### src/rtl/fpu_pkg.sv
// Shared types and default widths for the sequential floating-point adder.
package fpu_pkg;

  localparam int unsigned FPU_EXP_W = 4;
  localparam int unsigned FPU_MAN_W = 4;

  typedef enum logic [2:0] {
    IDLE  = 3'd0,
    ALIGN = 3'd1,
    ADD   = 3'd2,
    NORM  = 3'd3,
    DONE  = 3'd4
  } fpu_state_e;

  typedef enum logic {
    SHIFT_RIGHT = 1'b0,
    SHIFT_LEFT  = 1'b1
  } shift_dir_e;

  typedef struct packed {
    logic [FPU_EXP_W-1:0] exp;
    logic [FPU_MAN_W-1:0] man;
  } fpu_operand_t;

endpackage

### src/rtl/fpu_shift_unit.sv
// Single-step mantissa shift with matching exponent adjust, plus zero/MSB flags
// of the unshifted mantissa.
module fpu_shift_unit
  import fpu_pkg::*;
#(
  parameter int unsigned EXP_W = FPU_EXP_W,
  parameter int unsigned MAN_W = FPU_MAN_W
) (
  input  shift_dir_e       i_dir,
  input  logic [EXP_W-1:0] i_exp,
  input  logic [MAN_W-1:0] i_man,
  output logic [EXP_W-1:0] o_exp_c,
  output logic [MAN_W-1:0] o_man_c,
  output logic             o_zero_c,
  output logic             o_msb_c
);

  // Right shift raises the exponent (alignment), left shift lowers it (normalization).
  always_comb begin
    o_exp_c = i_exp;
    o_man_c = i_man;
    if (i_dir == SHIFT_LEFT) begin
      o_man_c = i_man << 1;
      o_exp_c = i_exp - EXP_W'(1);
    end else begin
      o_man_c = i_man >> 1;
      o_exp_c = i_exp + EXP_W'(1);
    end
  end

  assign o_zero_c = (i_man == '0);
  assign o_msb_c  = i_man[MAN_W-1];

endmodule

### src/rtl/fpu_add_sequencer.sv
// Multi-cycle unsigned floating-point adder: capture, align, add, normalize, hold.
// Defining FPU_SEQ_PERF_EN adds op_count, a wrapping count of consumed results.
module fpu_add_sequencer
  import fpu_pkg::*;
#(
  parameter int unsigned EXP_W = FPU_EXP_W,
  parameter int unsigned MAN_W = FPU_MAN_W
) (
  input  logic             clock,
  input  logic             reset,
  input  logic             in_valid,
  output logic             in_ready,
  input  logic [EXP_W-1:0] a_exp,
  input  logic [EXP_W-1:0] b_exp,
  input  logic [MAN_W-1:0] a_man,
  input  logic [MAN_W-1:0] b_man,
  output logic             out_valid,
  input  logic             out_ready,
  output logic [EXP_W-1:0] res_exp,
  output logic [MAN_W-1:0] res_man,
  output logic             overflow,
`ifdef FPU_SEQ_PERF_EN
  output logic [15:0]      op_count,
`endif
  output logic             busy
);

  fpu_state_e       r_state, w_state_next;
  logic [EXP_W-1:0] r_a_exp, r_b_exp, w_a_exp_next, w_b_exp_next;
  logic [MAN_W-1:0] r_a_man, r_b_man, w_a_man_next, w_b_man_next;
  logic [EXP_W-1:0] r_res_exp, w_res_exp_next;
  logic [MAN_W-1:0] r_res_man, w_res_man_next;
  logic             r_overflow, w_overflow_next;
  logic             r_in_ready, r_out_valid, r_busy;

  logic             w_a_larger, w_big_diff;
  logic [EXP_W-1:0] w_diff;
  logic [MAN_W:0]   w_sum;
  shift_dir_e       w_sh_dir;
  logic [EXP_W-1:0] w_sh_exp_in, w_sh_exp;
  logic [MAN_W-1:0] w_sh_man_in, w_sh_man;
  logic             w_sh_zero, w_sh_msb;

  assign w_a_larger = (r_a_exp > r_b_exp);
  assign w_diff     = w_a_larger ? (r_a_exp - r_b_exp) : (r_b_exp - r_a_exp);
  assign w_big_diff = (32'(w_diff) > MAN_W);
  assign w_sum      = (MAN_W+1)'(r_a_man) + (MAN_W+1)'(r_b_man);

  // Shared shifter: NORM shifts the accumulator left, ALIGN shifts the smaller operand right.
  always_comb begin
    w_sh_dir    = SHIFT_RIGHT;
    w_sh_exp_in = w_a_larger ? r_b_exp : r_a_exp;
    w_sh_man_in = w_a_larger ? r_b_man : r_a_man;
    if (r_state == NORM) begin
      w_sh_dir    = SHIFT_LEFT;
      w_sh_exp_in = r_a_exp;
      w_sh_man_in = r_a_man;
    end
  end

  fpu_shift_unit #(
    .EXP_W (EXP_W),
    .MAN_W (MAN_W)
  ) u_shift (
    .i_dir    (w_sh_dir),
    .i_exp    (w_sh_exp_in),
    .i_man    (w_sh_man_in),
    .o_exp_c  (w_sh_exp),
    .o_man_c  (w_sh_man),
    .o_zero_c (w_sh_zero),
    .o_msb_c  (w_sh_msb)
  );

  // Next-state and datapath; operand A doubles as the accumulator after ADD.
  always_comb begin
    w_state_next    = r_state;
    w_a_exp_next    = r_a_exp;
    w_a_man_next    = r_a_man;
    w_b_exp_next    = r_b_exp;
    w_b_man_next    = r_b_man;
    w_res_exp_next  = r_res_exp;
    w_res_man_next  = r_res_man;
    w_overflow_next = r_overflow;
    unique case (r_state)
      IDLE: begin
        if (in_valid && r_in_ready) begin
          w_a_exp_next    = a_exp;
          w_a_man_next    = a_man;
          w_b_exp_next    = b_exp;
          w_b_man_next    = b_man;
          w_overflow_next = 1'b0;
          w_state_next    = ALIGN;
        end
      end
      ALIGN: begin
        if (r_a_exp == r_b_exp) begin
          w_state_next = ADD;
        end else if (w_big_diff) begin
          if (w_a_larger) begin
            w_b_man_next = '0;
            w_b_exp_next = r_a_exp;
          end else begin
            w_a_man_next = '0;
            w_a_exp_next = r_b_exp;
          end
        end else if (w_a_larger) begin
          w_b_man_next = w_sh_man;
          w_b_exp_next = w_sh_exp;
        end else begin
          w_a_man_next = w_sh_man;
          w_a_exp_next = w_sh_exp;
        end
      end
      ADD: begin
        w_a_man_next = w_sum[MAN_W-1:0];
        if (w_sum[MAN_W]) begin
          if (&r_a_exp) begin
            w_a_exp_next    = '1;
            w_a_man_next    = '1;
            w_overflow_next = 1'b1;
          end else begin
            w_a_man_next = w_sum[MAN_W:1];
            w_a_exp_next = r_a_exp + EXP_W'(1);
          end
        end
        w_state_next = NORM;
      end
      NORM: begin
        if (w_sh_zero) begin
          w_a_exp_next   = '0;
          w_res_exp_next = '0;
          w_res_man_next = r_a_man;
          w_state_next   = DONE;
        end else if (w_sh_msb || (r_a_exp == '0)) begin
          w_res_exp_next = r_a_exp;
          w_res_man_next = r_a_man;
          w_state_next   = DONE;
        end else begin
          w_a_man_next = w_sh_man;
          w_a_exp_next = w_sh_exp;
        end
      end
      DONE: begin
        if (out_ready) w_state_next = IDLE;
      end
      default: w_state_next = IDLE;
    endcase
  end

  always_ff @(posedge clock) begin
    if (reset) begin
      r_state     <= IDLE;
      r_a_exp     <= '0;
      r_a_man     <= '0;
      r_b_exp     <= '0;
      r_b_man     <= '0;
      r_res_exp   <= '0;
      r_res_man   <= '0;
      r_overflow  <= 1'b0;
      r_in_ready  <= 1'b1;
      r_out_valid <= 1'b0;
      r_busy      <= 1'b0;
    end else begin
      r_state     <= w_state_next;
      r_a_exp     <= w_a_exp_next;
      r_a_man     <= w_a_man_next;
      r_b_exp     <= w_b_exp_next;
      r_b_man     <= w_b_man_next;
      r_res_exp   <= w_res_exp_next;
      r_res_man   <= w_res_man_next;
      r_overflow  <= w_overflow_next;
      r_in_ready  <= (w_state_next == IDLE);
      r_out_valid <= (w_state_next == DONE);
      r_busy      <= (w_state_next != IDLE);
    end
  end

`ifdef FPU_SEQ_PERF_EN
  logic [15:0] r_op_count;

  always_ff @(posedge clock) begin
    if (reset) begin
      r_op_count <= '0;
    end else if ((r_state == DONE) && out_ready) begin
      r_op_count <= r_op_count + 16'd1;
    end
  end

  assign op_count = r_op_count;
`endif

  assign in_ready  = r_in_ready;
  assign out_valid = r_out_valid;
  assign busy      = r_busy;
  assign res_exp   = r_res_exp;
  assign res_man   = r_res_man;
  assign overflow  = r_overflow;

endmodule

### config.mk
export PLATFORM = sky130hd
export DESIGN_NAME = fpu_add_sequencer
export DESIGN_NICKNAME = d
export VERILOG_FILES = /design/src/rtl/fpu_pkg.sv /design/src/rtl/fpu_shift_unit.sv /design/src/rtl/fpu_add_sequencer.sv
export SDC_FILE = /design/constraint.sdc
export NUM_CORES = 1
export LEC_CHECK = 0
export ABC_AREA = 1
export CORE_ASPECT_RATIO = 2
export CORE_UTILIZATION = 30
export DETAILED_ROUTE_END_ITERATION = 10
export PLACE_DENSITY = 0.57
export SLEW_MARGIN = 10
export SYNTH_ARGS = -nofsm -noshare
export SYNTH_HDL_FRONTEND = slang
export SYNTH_HIERARCHICAL = 1
export SYNTH_SLANG_ARGS = --single-unit
### constraint.sdc
create_clock -name clock -period 9.3 [get_ports clock]
set_input_delay 1.395 -clock clock [delete_from_list [all_inputs] [get_ports clock]]
set_output_delay 1.395 -clock clock [all_outputs]
set_load 0.01 [all_outputs]
# --- Word-level counts from Yosys, hierarchy flattened ---
# Index checks and enable logic that the tools add are counted.
op_classes:
  mux: 53
  bitwise_logic: 0
  multipliers: 0
  n_lt_le_gt_ge: 2
  div: 0
  n_eq_ne: 17
  n_shift: 0
  reduce_logical: 18
  addsub: 6
op_table:
  columns: ["op", "count"]
  rows:
  - ["4-bit two-way mux", 37]
  - ["4-bit case mux with 4 select lines", 2]
  - ["3-bit two-way mux", 6]
  - ["2-bit != test (second input constant)", 8]
  - ["4-bit case mux with 2 select lines", 2]
  - ["4-bit AND reduction", 4]
  - ["3-bit case mux with 5 select lines", 1]
  - ["6-bit AND reduction", 2]
  - ["4-bit by 1-bit adder with 4-bit output (second input constant)", 2]
  - ["4-bit logical NOT", 2]
  - ["4-bit subtractor", 2]
  - ["3-bit by 2-bit equality test with 1-bit output (second input constant)", 2]
  - ["3-bit equality test (second input constant)", 2]
  - ["3-bit logical NOT", 2]
  - ["3-bit != test (second input constant)", 2]
  - ["2-bit nonzero test", 3]
  - ["4-bit by 4-bit adder with 5-bit output", 1]
  - ["4-bit equality test", 1]
  - ["4-bit by 3-bit > comparator with 1-bit output (second input constant)", 1]
  - ["4-bit > comparator", 1]
  - ["1-bit two-way mux", 4]
  - ["4-bit nonzero test", 1]
  - ["4-bit by 1-bit subtractor with 4-bit output (second input constant)", 1]
  - ["3-bit by 1-bit equality test with 1-bit output (second input constant)", 1]
  - ["6 further kinds", 6]
totals:
  mem_bits_ro: 0
  reg_bits: 31
  out_inout_bits: 12
  elab_cells: 107
  inputBits: 20
  latchBits: 0
  mem_count: 0
  ramBits: 0

# --- Depth between registers and ports, before layout ---
# Gate-level depths: netlist (run 1).
logic_depth:
  word_depth: 9
  ltp_mapped: 24
  ltp_nobuf: 23

# --- By module ---
# The synthesis (run 1) kept the hierarchy.
modules_own_cells:
  columns: ["mod", "area_each_um2", "cells_per_inst", "seq_area_each_um2", "instances"]
  rows:
  - ["fpu_add_sequencer", 2367.3, 356, 620.6, 1]
  - ["fpu_shift_unit", 176.4, 34, 0.0, 1]

# --- Least setup slack after synthesis (run 1) ---
# OpenSTA, ideal clock, no wires.
synth_path:
  path_kind: "register to register"
  from: "register r_a_exp[0]"
  to: "register r_a_exp[2]"
  synth_period_minus_slack_ns: 3.215
  path_stages_with_launch: 21
  path_buffers: 1
  t_required_ns: 9.191
  setup_time_ns: 0.109
  t_arrival_ns: 3.106
  setup_slack_ns: 6.085
  path_cell_list: "dfxtp_1 inv_1 ha_1 fa_1 inv_1 nand2_1 nand2_1 nand2_1 nor2_2 nand2_1 clkbuf_1 o21ai_0 inv_1 fa_1 xnor2_1 inv_1 nor2_1 a311oi_1 nand4_1 nand2_1 inv_1"
synth_via:
  elab_chain_len: 9
  word_cells_on_any_way: 31
  cone_classes: "add/sub: 5; order compare: 2; eq/ne: 4; mux: 15; reduce/logical: 5"
synth_rtl:
  columns: ["element", "line_no", "text"]
  rows:
  - ["from (decl)", "fpu_add_sequencer.sv:29", "logic [EXP_W-1:0] r_a_exp, r_b_exp, w_a_exp_next, w_b_exp_next;"]
  - ["from (signal assigned)", "fpu_add_sequencer.sv:165", "r_a_exp <= w_a_exp_next;"]
  - ["4-bit > comparator", "fpu_add_sequencer.sv:44", "assign w_a_larger = (r_a_exp > r_b_exp);"]
  - ["4-bit two-way mux", "fpu_add_sequencer.sv:52", "w_sh_exp_in = w_a_larger ? r_b_exp : r_a_exp;"]
  - ["4-bit two-way mux (*)", "fpu_add_sequencer.sv:54", "if (r_state == NORM) begin"]
  - ["net w_sh_exp_in[0]", "fpu_add_sequencer.sv:40", "logic [EXP_W-1:0] w_sh_exp_in, w_sh_exp;"]
  - ["4-bit by 1-bit adder with 4-bit output / 4-bit by 1-bit subtractor with 4-bit output (equally long branches)", "fpu_shift_unit.sv:27, fpu_shift_unit.sv:24", null]
  - ["4-bit two-way mux (*)", "fpu_shift_unit.sv:22", "if (i_dir == SHIFT_LEFT) begin"]
  - ["net w_sh_exp[2]", "fpu_add_sequencer.sv:40", null]
  - ["4-bit two-way mux", "fpu_add_sequencer.sv:106", "end else if (w_a_larger) begin"]
  - ["4-bit two-way mux", "fpu_add_sequencer.sv:98", "end else if (w_big_diff) begin"]
  - ["4-bit two-way mux", "fpu_add_sequencer.sv:96", "if (r_a_exp == r_b_exp) begin"]
  - ["4-bit case mux with 4 select lines (*)", "fpu_add_sequencer.sv:84", "unique case (r_state)"]
# The timed path passes the listed nets; every way through them passes the cells marked *. The select of a mux whose other input is x is not followed.
# A chain may end at the register's enable or synchronous reset.

# --- Final worst setup path (run 1) ---
# Same ends and word-level chain as after synthesis.

==> results of run 1 <==
==> Yosys cell counts (2+ instances only) <==
master	count
sky130_fd_sc_hd__clkbuf_1	2
sky130_fd_sc_hd__ha_1	15
sky130_fd_sc_hd__o22ai_1	3
sky130_fd_sc_hd__nand3_1	23
sky130_fd_sc_hd__dfxtp_1	31
sky130_fd_sc_hd__nand4_1	6
sky130_fd_sc_hd__nand2_4	4
sky130_fd_sc_hd__nor2_1	31
sky130_fd_sc_hd__xnor2_1	2
sky130_fd_sc_hd__a21oi_1	31
sky130_fd_sc_hd__nand3_2	3
sky130_fd_sc_hd__nand2_2	3
sky130_fd_sc_hd__fa_1	4
sky130_fd_sc_hd__nor2_2	5
sky130_fd_sc_hd__or2_1	2
sky130_fd_sc_hd__a31oi_1	5
sky130_fd_sc_hd__a21oi_2	3
sky130_fd_sc_hd__inv_1	60
sky130_fd_sc_hd__nand2_1	98
sky130_fd_sc_hd__o21ai_0	28
sky130_fd_sc_hd__buf_6	2
sky130_fd_sc_hd__nor3_2	2
sky130_fd_sc_hd__inv_2	9
sky130_fd_sc_hd__nor3_1	3
==> registers in the layout (all words and copies together) (netlist names), 3 cells and up <==
signal,flops
r_state,3
r_a_man,4
r_b_exp,4
r_a_exp,4
res_exp,4
res_man,4
r_b_man,4
==> worst register-to-register path, delay by kind of cell (launching register included) <==
kind                     cells  cell delay [ns]
buffers and inverters        5             0.55
flip-flops                   1             0.48
adder cells (fa/ha/maj)      3             1.09
AO/OA/AOI/OAI                2             0.71
XOR/XNOR                     1             0.13
AND/OR/NAND/NOR              8             0.98
==> final cells by class <==
| type | instances | area (sq um) |
|---|---|---|
| sequential | 31 | 621 |
| timing repair buffer | 31 | 310 |
| clock buffer | 6 | 139 |
| multi-input combinational | 283 | 1620 |
| inverter | 70 | 265 |
| fill | 901 | 5120 |
| clock inverter | 2 | 35.0 |
| tap | 98 | 123 |
==> routing by layer <==
layer / global-route usage, % / vias to the layer above / part of all wire (%)
met5: 0 / - / 0
met1: 18.2 / 1215 / 34
met3: 2.42 / 28 / 2.7
met2: 37.3 / 67 / 58
met4: 13.4 / 0 / 5.7
li1: - / 1317 / -
==> power by group through the flow <==
stage / sequential, uW / combinational (uW) / clock (uW)
finish: 209 / 913 / 193
global route: 212 / 1020 / 200
CTS: 208 / 913 / 196
detailed placement: 210 / 908 / 0
global placement: 210 / 904 / 0
floorplan: 199 / 712 / 0
==> metrics by stage <==
step                area [sq um]  setup slack [ns]  instances
floorplan                   2540              6.09        390
global placement            2930              5.40        513
CTS                         3110              5.35        521
finish                      3110              5.30        521
detailed placement          2930              5.36        513
global route                3110              5.07        521
==> path summary, 6_finish.rpt <==
check                           from                 endpoint  slack (ns)  cells after the start
min            overflow$_SDFFE_PP0P_    overflow$_SDFFE_PP0P_        0.47                      2
min reg2reg    overflow$_SDFFE_PP0P_    overflow$_SDFFE_PP0P_        0.47                      2
max          r_a_exp[0]$_SDFFE_PP0P_  r_a_exp[2]$_SDFFE_PP0P_        5.30                     19
max reg2reg  r_a_exp[0]$_SDFFE_PP0P_  r_a_exp[2]$_SDFFE_PP0P_        5.30                     19
==> logic make-up after synthesis <==
group                      Yosys count
and+or+nand+nor                    185
AOI/OAI and AO/OA                   76
buffers and inverters               76
DFF                                 31
adders and majority gates           19
xor gates and xnor gates             2
muxes                                1
==> layout by cell type (no fill, tap or decap), types with 2 or more instances in the layout <==
master / n
sky130_fd_sc_hd__fa_1: 4
sky130_fd_sc_hd__o22ai_1: 3
sky130_fd_sc_hd__a21oi_1: 31
sky130_fd_sc_hd__o21ai_0: 28
sky130_fd_sc_hd__clkdlybuf4s50_1: 31
sky130_fd_sc_hd__inv_1: 60
sky130_fd_sc_hd__ha_1: 15
sky130_fd_sc_hd__nor2_1: 31
sky130_fd_sc_hd__nand3_1: 23
sky130_fd_sc_hd__nand2_1: 98
sky130_fd_sc_hd__clkbuf_16: 5
sky130_fd_sc_hd__inv_2: 9
sky130_fd_sc_hd__nor2_2: 5
sky130_fd_sc_hd__xnor2_1: 2
sky130_fd_sc_hd__nor3_1: 3
sky130_fd_sc_hd__nand3_2: 3
sky130_fd_sc_hd__a21oi_2: 3
sky130_fd_sc_hd__dfxtp_1: 31
sky130_fd_sc_hd__a31oi_1: 5
sky130_fd_sc_hd__or2_1: 2
sky130_fd_sc_hd__nor3_2: 2
sky130_fd_sc_hd__nand2_2: 3
sky130_fd_sc_hd__nand4_1: 6
sky130_fd_sc_hd__nand2_4: 4
==> results summary, run 1 <==
The share of Yosys cell area claimed by the top area cell type is 24.4%. The routed layout has 2627 vias. The CTS buffer count is 5. Summed over all instances, the cell type with the most area after synthesis is sky130_fd_sc_hd__dfxtp_1. The fraction of synthesized cell area in xor and xnor cells is 0.689%.

0 antenna diodes ended up in the layout. The via count of the first global-routing pass is 2618. The element type at the critical path start is a register.

The number of vias per cell after detailed routing came out at 5.04. The areal power density over the cells is 423 mW/mm^2. Once the clock tree was built, the resizer swapped 0 gates to a different size.

The tree is rooted in a sky130_fd_sc_hd__clkbuf_16. The number of DRC violations after detailed routing came out at 0. The count of endpoints failing hold in the final timing report came out at 0. Setup repair after global routing left no endpoint under its margin. The max-slew violation count is 0. For the pin with the worst max-slew slack, the measured transition is between 0.6 and 0.7 ns. The post-synthesis share of cell area spent on and, or, nand and nor gates came out at 34.5%. The switching part of the total power is around 54%. Global routing consumed, over all layers together, 19.7% of the routing resources. The internal cell power came out at 600 uW. After layout, the minimum clock period comes to 4.00 ns.

The number of setup buffers added after CTS came out at 0. The net switching power figure came out at ~700 uW. The static leakage power came out at 0.00146 uW. For this run, asynchronously set or reset flops after synthesis account for 0%. The clock insertion delay at the later pin of the skew report is 0.28 ns. The worst hold slack came out at 0.468 ns. The multiplexer share of the synthesized area is 0.443%. The worst slew slack as a fraction of its limit came out at 56.1%. From synthesis to final layout, the design area changed by 22.2%.

In this design, the largest share of critical-path delay is due to adder cells. The data required time of the worst path is 9.48 ns. The synthesized netlist occupies a cell area of 0.00254 sq mm. STA puts the critical path data arrival time at about 4.2 ns. The count of standard-cell rows is 47. The count of buffers inserted at the top-level ports came out at 31. The remaining global-route overflow is 0. The number of antenna violations at the first check in global routing is 0. In this run the deepest clock path goes through 2 buffers. The horizontal extent of the die is 67.1 um. The post-route clock skew is 0.00409 ns. The path class of the tightest hold or removal check is register to register. The sequential area share after synthesis came out at 24.4%. The proportion of layout cells with a drive suffix above 1 came out at a little over a tenth. The region available for standard cell placement spans 0.00823 sq mm.

The count of different cell masters after synthesis came out at 39. The number of nets handed over by synthesis was 429. The post-synthesis sequential element count is 31. The number of cells produced by synthesis came out at 390. The die covers 0.00887 sq mm. The average detailed-routed wire length per instance is 15.4 um. The relative contribution of sequential cells to total power came out at 15.9%. The clock transition at the registers of the reported paths is ~0.05 ns. For this design the top-level I/O count stands at 32. The top fanout value on the critical path is 15. The adder and majority cell fraction of the synthesized area came out at 10.5%. The hold-fix buffer count after cts came out at 0.

The critical path start-end classification is register to register. The number of optimization iterations in the first detailed-route pass came out at 4. The average instance area after synthesis came out at 6.52 sq um. By area the synthesized netlist is led by sky130_fd_sc_hd__dfxtp_1 (24%), sky130_fd_sc_hd__nand2_1 (14%), sky130_fd_sc_hd__inv_1 (8.9%). The worst path buffer plus inverter count is 5. The delay of the slowest cell on the worst path came out at 0.48 ns.

The combinational cell fraction of total power came out at 69.5%. In this run the number of H-tree levels came out at 2. The last weighted congestion value of the routability-driven placer is roughly 0.89. The fraction of the mapped netlist area in compound gates came out at ~17%. In the finished design, the share of the clock period the worst path needs comes to a little over two fifths. Walking the worst path, the cells encountered are inv_1 > ha_1 > fa_1 > inv_1 > nand2_1 > nand2_1 > nand2_1 > nor2_2 > nand2_1 > o21ai_0 > inv_1 > fa_1 > xnor2_1 > inv_1 > nor2_1 > a311oi_1 > nand4_1 > nand2_1 > inv_1. VDD sags by at most 0.197 mV. The final number of setup-violating endpoints came out at 0. The initial utilization of the core area, before any placement, comes to 30.9%. The peak clock frequency supported by timing is approximately 250 MHz.

After synthesis, the largest family of logic cells by area is simple AND/OR/NAND/NOR gates. The design draws 1310 uW. The final layout contains 461 nets. The clock network power share came out at 14.7%. The HPWL reported at the end of detailed placement came out at 6490 um. The count of nets left with antenna violations after detail routing came out at 0. The core utilization of the finished layout is a little under two fifths. Wires add up to 8020 um. Yosys printed 6 warnings. The CTS sink count is 31.

The global-route wire length before repair came out at 13000 um. Across the run, the number of max-cap violations was 0. The largest net degree at the start of global routing is 18. The most used flip-flop cell after synthesis is sky130_fd_sc_hd__dfxtp_1. The count of routing violations after the opening detailed-route iteration came out at approximately 140. TritonCTS built the clock tree. Setup total negative slack on the finished layout was measured at 0 ns. From bottom edge to top edge, the die measures 132 um.

For this design, the slowest cell found on the critical path is sky130_fd_sc_hd__dfxtp_1. The element type at the critical path end is a register. The flow ran to the end, and the final reports show no timing, DRC or antenna violations.

Counting flops with a built-in enable in the synthesized netlist gives 0.
(Power assumes the default switching activity.)
==> run 2: changes to the inputs <==
- PLACE_DENSITY: 0.57 -> 0.59
- clock period: 9.3 -> 3.3 ns (I/O delays scaled with it)
==> run 2 against run 1 <==
Compared with the run above: cell area increased by 5.8%; register-to-register slack got worse by 5.1 ns; final cell count grew 3.6%; non-clock buffer count rose by 19; worst hold slack got worse by 0.0049 ns; highest routed layer unchanged; sequential cell count unchanged; largest cell class unchanged; sequential share of layout area fell by 1.1 points; global-route usage grew 0.092 points; via count rose by 2.2%; maximum frequency is 29% higher.
==> results summary, run 2 (synthesis results as in run 1) <==
The worst slew slack as a fraction of its limit came to 56.8% (+0.71 points). The number of antenna diodes is 0 (unchanged). The standard cell core area was 0.00823 sq mm (unchanged).

The number of vias per cell after detailed routing came out at 4.97 (-1.4%). The initial standard-cell utilization of the core is 30.9% (unchanged). The slew at the pin closest to its max-slew limit came out at 0.647 ns (-0.0106 ns). The number of top-level design ports is 32 (unchanged).

The core utilization of the finished layout came out at 40.0% (+2.2 points). The instance area after placement came out at 0.00305 sq mm (+4.1%). The number of antenna violations at the first check in global routing came to 0 (unchanged). The wire length after detailed routing is 8020 um (about the same).

The worst setup path is launched from a register. The via count of the first global-routing pass is 2772 (+5.9%). The total via count after detailed routing came out at 2685 (+2.2%). The clock transition at the registers of the reported paths is 0.05 ns (about the same). The total routing usage reported by global routing is 19.8% (+0.092 points). The area enclosed by the die boundary is 0.00887 sq mm (unchanged).

The maximum vdd drop was 0.441 mV (+120%). The max-slew violation count is 0 (unchanged). The clock insertion delay at the later pin of the skew report came out at 0.28 ns (about the same). The number of DRC violations after detailed routing came to 0 (unchanged). The clock tree root driver cell is sky130_fd_sc_hd__clkbuf_16. The count of endpoints failing hold in the final timing report is 0 (unchanged). The data required time of the worst path came out at 3.52 ns (-5.96 ns). The layout net count is 480 (+4.1%).

The CTS sink count is 31 (unchanged). The max-cap check violation count is 0 (unchanged). The net switching power figure came out at 2080 uW (+190%). The number of levels the H-tree was split into is 2 (unchanged).

The top fanout value on the critical path came out at 11 (-4). The signed area change from the synthesized netlist to the final layout came out at 29.3%. The post-route clock period utilization is 93.7% (+51 points).

The count of routing violations after the opening detailed-route iteration came out at 110 (-22%). The switching part of the total power is 52.7% (-1.7 points). The maximum count of clock buffers along a single path is 2 (unchanged). The hold-fix buffer count after cts is 0 (unchanged). The areal power density over the cells came out at 1200 mW/mm^2 (+180%).

The clock network power share came to 14.0% (-0.7 points). The total non-filler cell area in the finished layout came out at 0.00329 sq mm (+5.8%). The proportion of layout cells with a drive suffix above 1 came out at 16.5% (+5.6 points). The post-route minimum period came to 3.09 ns (-0.906 ns).

The min-delay analysis places its worst path in the category register to register. The final number of setup-violating endpoints came out at 0 (unchanged). STA classifies the critical path endpoint as a register. The horizontal extent of the die came out at 67.1 um (unchanged).

The remaining global-route overflow was 0 (unchanged). The CTS buffer count is 5 (unchanged). The static leakage power was 0.00155 uW (+6.6%). The number of optimization iterations in the first detailed-route pass is 4 (unchanged). The most common cell after layout, fill and taps aside is sky130_fd_sc_hd__nand2_1. The die height is 132 um (unchanged). The last weighted congestion value of the routability-driven placer came out at 0.960 (+7.4%). The worst setup path is of the register to register kind. The combinational cell fraction of total power was 71.9% (+2.4 points).

The arrival time at the worst endpoint is 3.32 ns (-0.86 ns). The flow ran to the end, and the final reports show no timing, DRC or antenna violations. The largest net degree at the start of global routing came out at 17 (-1).

The global-route wire length before repair is 13100 um (+0.74%). The HPWL reported at the end of detailed placement is 6640 um (+2.3%). The count of standard-cell rows came out at 47 (unchanged). The post-route clock skew came out at 0.00263 ns (-0.00146 ns).

The relative contribution of sequential cells to total power was 14.1% (-1.8 points). TritonCTS built the clock tree. The count of buffers inserted at the top-level ports is 31 (unchanged).

The average detailed-routed wire length per instance is 14.9 um (-3.5%). The peak clock frequency supported by timing is 323 MHz (+29%). The count of nets left with antenna violations after detail routing is 0 (unchanged). The internal cell power came to 1870 uW (+210%). Leaving out fill and tap cells, the most frequent cells in the layout are sky130_fd_sc_hd__nand2_1 (96), sky130_fd_sc_hd__inv_1 (60), sky130_fd_sc_hd__dfxtp_1 (31), sky130_fd_sc_hd__clkdlybuf4s50_1 (31), sky130_fd_sc_hd__nor2_1 (30).
[run 2: per-stage QoR]
| step | total power (uW) | hold WS, ns | cells | setup slack [ns] | setup TNS (ns) |
|---|---|---|---|---|---|
| after floorplan | 2570 | 0.467 | 390 | 0.0852 | 0 |
| after global placement | 3210 | 0.454 | 529 | 0.101 | 0 |
| after detailed placement | 3250 | 0.456 | 529 | -0.0217 | -0.0217 |
| after CTS | 3820 | 0.464 | 538 | 0.00556 | 0 |
| after global routing | 4300 | 0.500 | 540 | -0.00349 | -0.00625 |
| final | 3950 | 0.463 | 540 | 0.207 | 0 |
[run 2: layout make-up]
class | count | area [sq um]
fill | 902 | 4940
clock buffer | 6 | 139
multi-input combinational | 283 | 1650
clock inverter | 2 | 35.0
timing repair buffer | 50 | 457
sequential | 31 | 621
tap | 98 | 123
inverter | 70 | 265
[run 2: power groups by stage]
stage	Clock, uW	Sequential (uW)	Combinational (uW)
2_1_floorplan	0	561	2010
6_report	552	556	2840
3_3_place_gp	0	564	2640
3_5_place_dp	0	563	2680
5_1_grt	578	568	3160
4_1_cts	556	556	2710
[run 2: final timing paths]
kind | startpoint | to | slack (ns) | cells after the start
setup / recovery | r_a_exp[0]$_SDFFE_PP0P_ | r_b_exp[3]$_SDFFE_PP0P_ | 0.21 | 22
hold / removal | res_exp[2]$_SDFFE_PP0P_ | res_exp[2]$_SDFFE_PP0P_ | 0.46 | 2
setup reg to reg | r_a_exp[0]$_SDFFE_PP0P_ | r_b_exp[3]$_SDFFE_PP0P_ | 0.21 | 22
hold reg to reg | res_exp[2]$_SDFFE_PP0P_ | res_exp[2]$_SDFFE_PP0P_ | 0.46 | 2
[run 2: critical path: stages (launching register included)]
cell and delay (ns):
sky130_fd_sc_hd__dfxtp_1 0.32, sky130_fd_sc_hd__inv_1 0.06, sky130_fd_sc_hd__ha_2 0.20, sky130_fd_sc_hd__fa_2 0.34
sky130_fd_sc_hd__inv_1 0.07, sky130_fd_sc_hd__nand2_1 0.06, sky130_fd_sc_hd__nand2_1 0.11, sky130_fd_sc_hd__nand2_2 0.07
sky130_fd_sc_hd__nor2_4 0.14, sky130_fd_sc_hd__nand2_4 0.08, sky130_fd_sc_hd__buf_6 0.14, sky130_fd_sc_hd__nand2_1 0.05
sky130_fd_sc_hd__o21ai_1 0.06, sky130_fd_sc_hd__ha_1 0.29, sky130_fd_sc_hd__or2_1 0.25, sky130_fd_sc_hd__nand2_1 0.08
sky130_fd_sc_hd__nand2_1 0.05, sky130_fd_sc_hd__nand2_1 0.06, sky130_fd_sc_hd__inv_1 0.08, sky130_fd_sc_hd__nand3_1 0.12
sky130_fd_sc_hd__nand3_2 0.10, sky130_fd_sc_hd__buf_4 0.16, sky130_fd_sc_hd__a21oi_2 0.11
[run 2: routing by layer]
layer / track usage [%] / part of all wire, % / vias to the layer above
met5: 0 / 0 / -
li1: - / - / 1354
met1: 18.9 / 34 / 1233
met2: 37.0 / 56 / 66
met3: 2.16 / 2.4 / 32
met4: 13.4 / 6.9 / 0
[run 2: repair_timing]
| action | in CTS | in global routing |
|---|---|---|
| resized for setup | 0 | 14 |
| endpoints found under the setup margin | 1 | 12 |
| buffers inserted | 1 | 2 |
| pin swaps | 1 | 6 |
| cloned | 0 | 0 |
==> run 3: changes to the inputs <==
- CORE_UTILIZATION: 30 -> 29
- MAX_ROUTING_LAYER: default -> met4
- PLACE_DENSITY: 0.59 -> 0.58
==> run 3 against run 2 <==
Compared with the run above: the flow now finishes with violations (DRC); critical path depth fell by 2; via count fell by 0.30%; power rose by 0.81%; sequential power barely moved; combinational power rose by 1%; global-route usage rose by 0.078 points; non-clock buffer count fell by 1; worst hold slack got worse by 0.0039 ns.
==> results summary, run 3 (synthesis results as in run 1) <==
The run finished, with violations left. The checks that failed: DRC. The area enclosed by the die boundary is 0.00917 sq mm (+3.4%). TritonCTS built the clock tree. The max-slew violation count is 0 (unchanged). The HPWL reported at the end of detailed placement is 6430 um (-3.1%). The number of levels the H-tree was split into is 2 (unchanged). The number of vias per cell after detailed routing came to 4.94 (-0.67%). In this run the critical register-to-register path is captured at r_a_exp[2]$_SDFFE_PP0P_. The post-route minimum period came out at 3.10 ns (+0.00941 ns). The total routing usage reported by global routing is 19.9% (+0.078 points).

The count of standard-cell rows came out at 48 (+2.1%). The last weighted congestion value of the routability-driven placer came out at 0.970 (+1.1%). The data required time of the worst path is 3.48 ns (-0.04 ns). STA classifies the critical path startpoint as a register. The average detailed-routed wire length per instance came out at 14.6 um (-1.8%).

The total via count after detailed routing was 2677 (-0.30%). The worst path buffer plus inverter count came out at 7 (+2). The worst hold slack came out at 0.459 ns (-0.00394 ns). The count of buffers inserted at the top-level ports is 31 (unchanged). The total area of multi-input combinational cells was 0.00167 sq mm (+0.99%). The number of placed instances with taps included is 531 (+0.38%). The number of DRC violations after detailed routing came to 2 (+2). In this run the most critical hold path is launched from res_exp[1]$_SDFFE_PP0P_. The critical path is of the register to register type. In this run the critical register-to-register path is launched from r_a_exp[2]$_SDFFE_PP0P_.

The layout net count is 480 (unchanged). The arrival time at the worst endpoint is 3.29 ns (-0.03 ns). The cell family contributing the most delay on the critical path is adder cells. The delay of the slowest cell on the worst path came out at 0.41 ns (+0.07 ns).

The number of antenna diodes came out at 0 (unchanged). The maximum vdd drop came to 0.549 mV (+24%). Clock tree synthesis selected as its root buffer the cell sky130_fd_sc_hd__clkbuf_16. The filler cell count came out at 918 (+1.8%). The number of antenna violations at the first check in global routing came out at 0 (unchanged). The initial standard-cell utilization of the core came out at 29.6% (-1.3 points). The areal power density over the cells came out at 1210 mW/mm^2 (+0.58%).

Setup repair after global routing left no endpoint under its margin. The peak clock frequency supported by timing is 322 MHz (-0.30%). The CTS buffer count was 5 (unchanged). The number of top-level design ports came out at 32 (unchanged). The sink of the worst hold path is res_exp[1]$_SDFFE_PP0P_. The worst slew slack as a fraction of its limit is 60.7% (+3.9 points). The slew at the pin closest to its max-slew limit came out at 0.589 ns (-0.0580 ns). The count of endpoints failing hold in the final timing report was 0 (unchanged). The maximum count of clock buffers along a single path is 2 (unchanged). Leaving out fill and tap cells, the most frequent cell in the layout is sky130_fd_sc_hd__nand2_1. The standard cell core area came out at 0.00859 sq mm (+4.3%).

The static leakage power came out at 0.00155 uW (-0.28%). The number of cells in the finished layout apart from fillers came out at 542 (+0.37%). The depth of the most critical reg-to-reg path is 20 (-9.1%). The remaining global-route overflow is 0 (unchanged).

The top cell types in the final layout, fill and taps aside, are sky130_fd_sc_hd__nand2_1 (94), sky130_fd_sc_hd__inv_1 (58). The worst setup timing slack at the placement stage is -0.110 ns (-0.0885 ns). The total non-filler cell area in the finished layout is 0.00330 sq mm (+0.23%).

The instance area after placement came out at 0.00306 sq mm (about the same). The horizontal extent of the die is 68.2 um (+1.7%). The worst setup path is captured at a register. The final number of setup-violating endpoints was 0 (unchanged). The global-route wire length before repair came out at 13000 um (-0.68%). The reg-to-reg setup timing slack came out at 0.20 ns (about the same). The count of routing violations after the opening detailed-route iteration is 132 (+20%). The post-route clock period utilization came to 94.0% (+0.29 points).

The via count of the first global-routing pass was 2725 (-1.7%). The cell depth of the worst hold path is 2 (unchanged). The count of nets left with antenna violations after detail routing came out at 0 (unchanged). The post-layout worst setup margin is 0.198 ns (-0.00941 ns). The largest net degree at the start of global routing was 17 (unchanged). The clock transition at the registers of the reported paths is 0.05 ns (about the same).

The path type of the worst min-delay path is register to register. The number of optimization iterations in the first detailed-route pass came out at 7 (+3). The top fanout value on the critical path is 6 (-5). The post-route clock skew is 0.00423 ns (+0.00160 ns). Traced cell by cell, the critical path runs through inv_1 > ha_1 > nand2_1 > inv_2 > nand2_4 > inv_4 > nor2_4 > buf_4 > nand2_2 > nand2_1 > o21ai_4 > inv_2 > fa_1 > xnor2_1 > inv_1 > nor2_1 > a311oi_1 > nand4_1 > nand2_1 > inv_1. The largest individual stage delay along the critical path comes from the cell sky130_fd_sc_hd__ha_1. The clock insertion delay at the later pin of the skew report is 0.28 ns (about the same). The wire length after detailed routing came out at 7910 um (-1.5%). The signed area change from the synthesized netlist to the final layout came out at 29.6%. Tracing the worst setup path back leads to its startpoint at r_a_exp[2]$_SDFFE_PP0P_. The max-cap check violation count is 0 (unchanged). The die height came out at 134 um (+1.7%). The proportion of layout cells with a drive suffix above 1 came out at 17.2% (+0.68 points). The CTS sink count is 31 (unchanged).

The area taken by flip-flops and latches came to 621 sq um (unchanged).
-- run 3: area by class of cell --
| class | instances | share of cell area [%] |
|---|---|---|
| clock inverter | 2 | 1.06 |
| clock buffer | 6 | 4.21 |
| sequential | 31 | 18.8 |
| inverter | 70 | 8.05 |
| multi-input combinational | 284 | 50.6 |
| tap | 100 | 3.80 |
| timing repair buffer | 49 | 13.5 |
-- run 3: worst max-delay path by stage --
stage	to	depth (start not counted)	slack (ns)
finish	r_a_exp[2]$_SDFFE_PP0P_	20	0.20
detailed placement	r_a_exp[2]$_SDFFE_PP0P_	19	-0.11
CTS	r_a_exp[2]$_SDFFE_PP0P_	19	0.01
global route	r_a_exp[2]$_SDFFE_PP0P_	20	0.0003
global placement	r_a_exp[2]$_SDFFE_PP0P_	19	-0.11
floorplan	r_a_exp[2]$_SDFFE_PP0P_	20	0.09
-- run 3: worst reg2reg max path, delay by kind of cell (launching register included) --
family / cells / cell delay [ns]
buffers and inverters: 7 / 0.62
flip-flops: 1 / 0.39
adder cells (fa/ha/maj): 2 / 0.82
AO/OA/AOI/OAI: 2 / 0.34
XOR/XNOR: 1 / 0.15
AND/OR/NAND/NOR: 8 / 0.69
-- run 3: repair_timing --
action / 4_1_cts / 5_1_grt
cloned: 0 / 1
pin swaps: 0 / 8
gates resized for setup: 3 / 14
setup endpoints to repair: 3 / 22
buffers inserted: 0 / 2
hold buffers: 0 / 0
-- run 3: report_power, final --
part | switching [uW] | total (uW) | internal, uW
Combinational | 1840 | 2880 | 1040
Sequential | 77.5 | 557 | 480
Clock | 170 | 545 | 375
-- run 3: metal layers --
metal / vias to the layer above / track usage, % / routed length (um)
li1: 1355 / - / -
met1: 1235 / 18.7 / 2860
met2: 58 / 34.9 / 4390
met3: 29 / 2.70 / 182
met4: 0 / 14.2 / 473
met5: - / - / 0
-- run 3: through the flow --
stage	setup TNS (ns)	power [uW]	util, %
finish	0	3980	38.4
CTS	0	3820	37.7
global placement	-0.129	3230	35.6
floorplan	0	2570	-
detailed placement	-0.165	3240	35.6
global route	0	4360	38.4
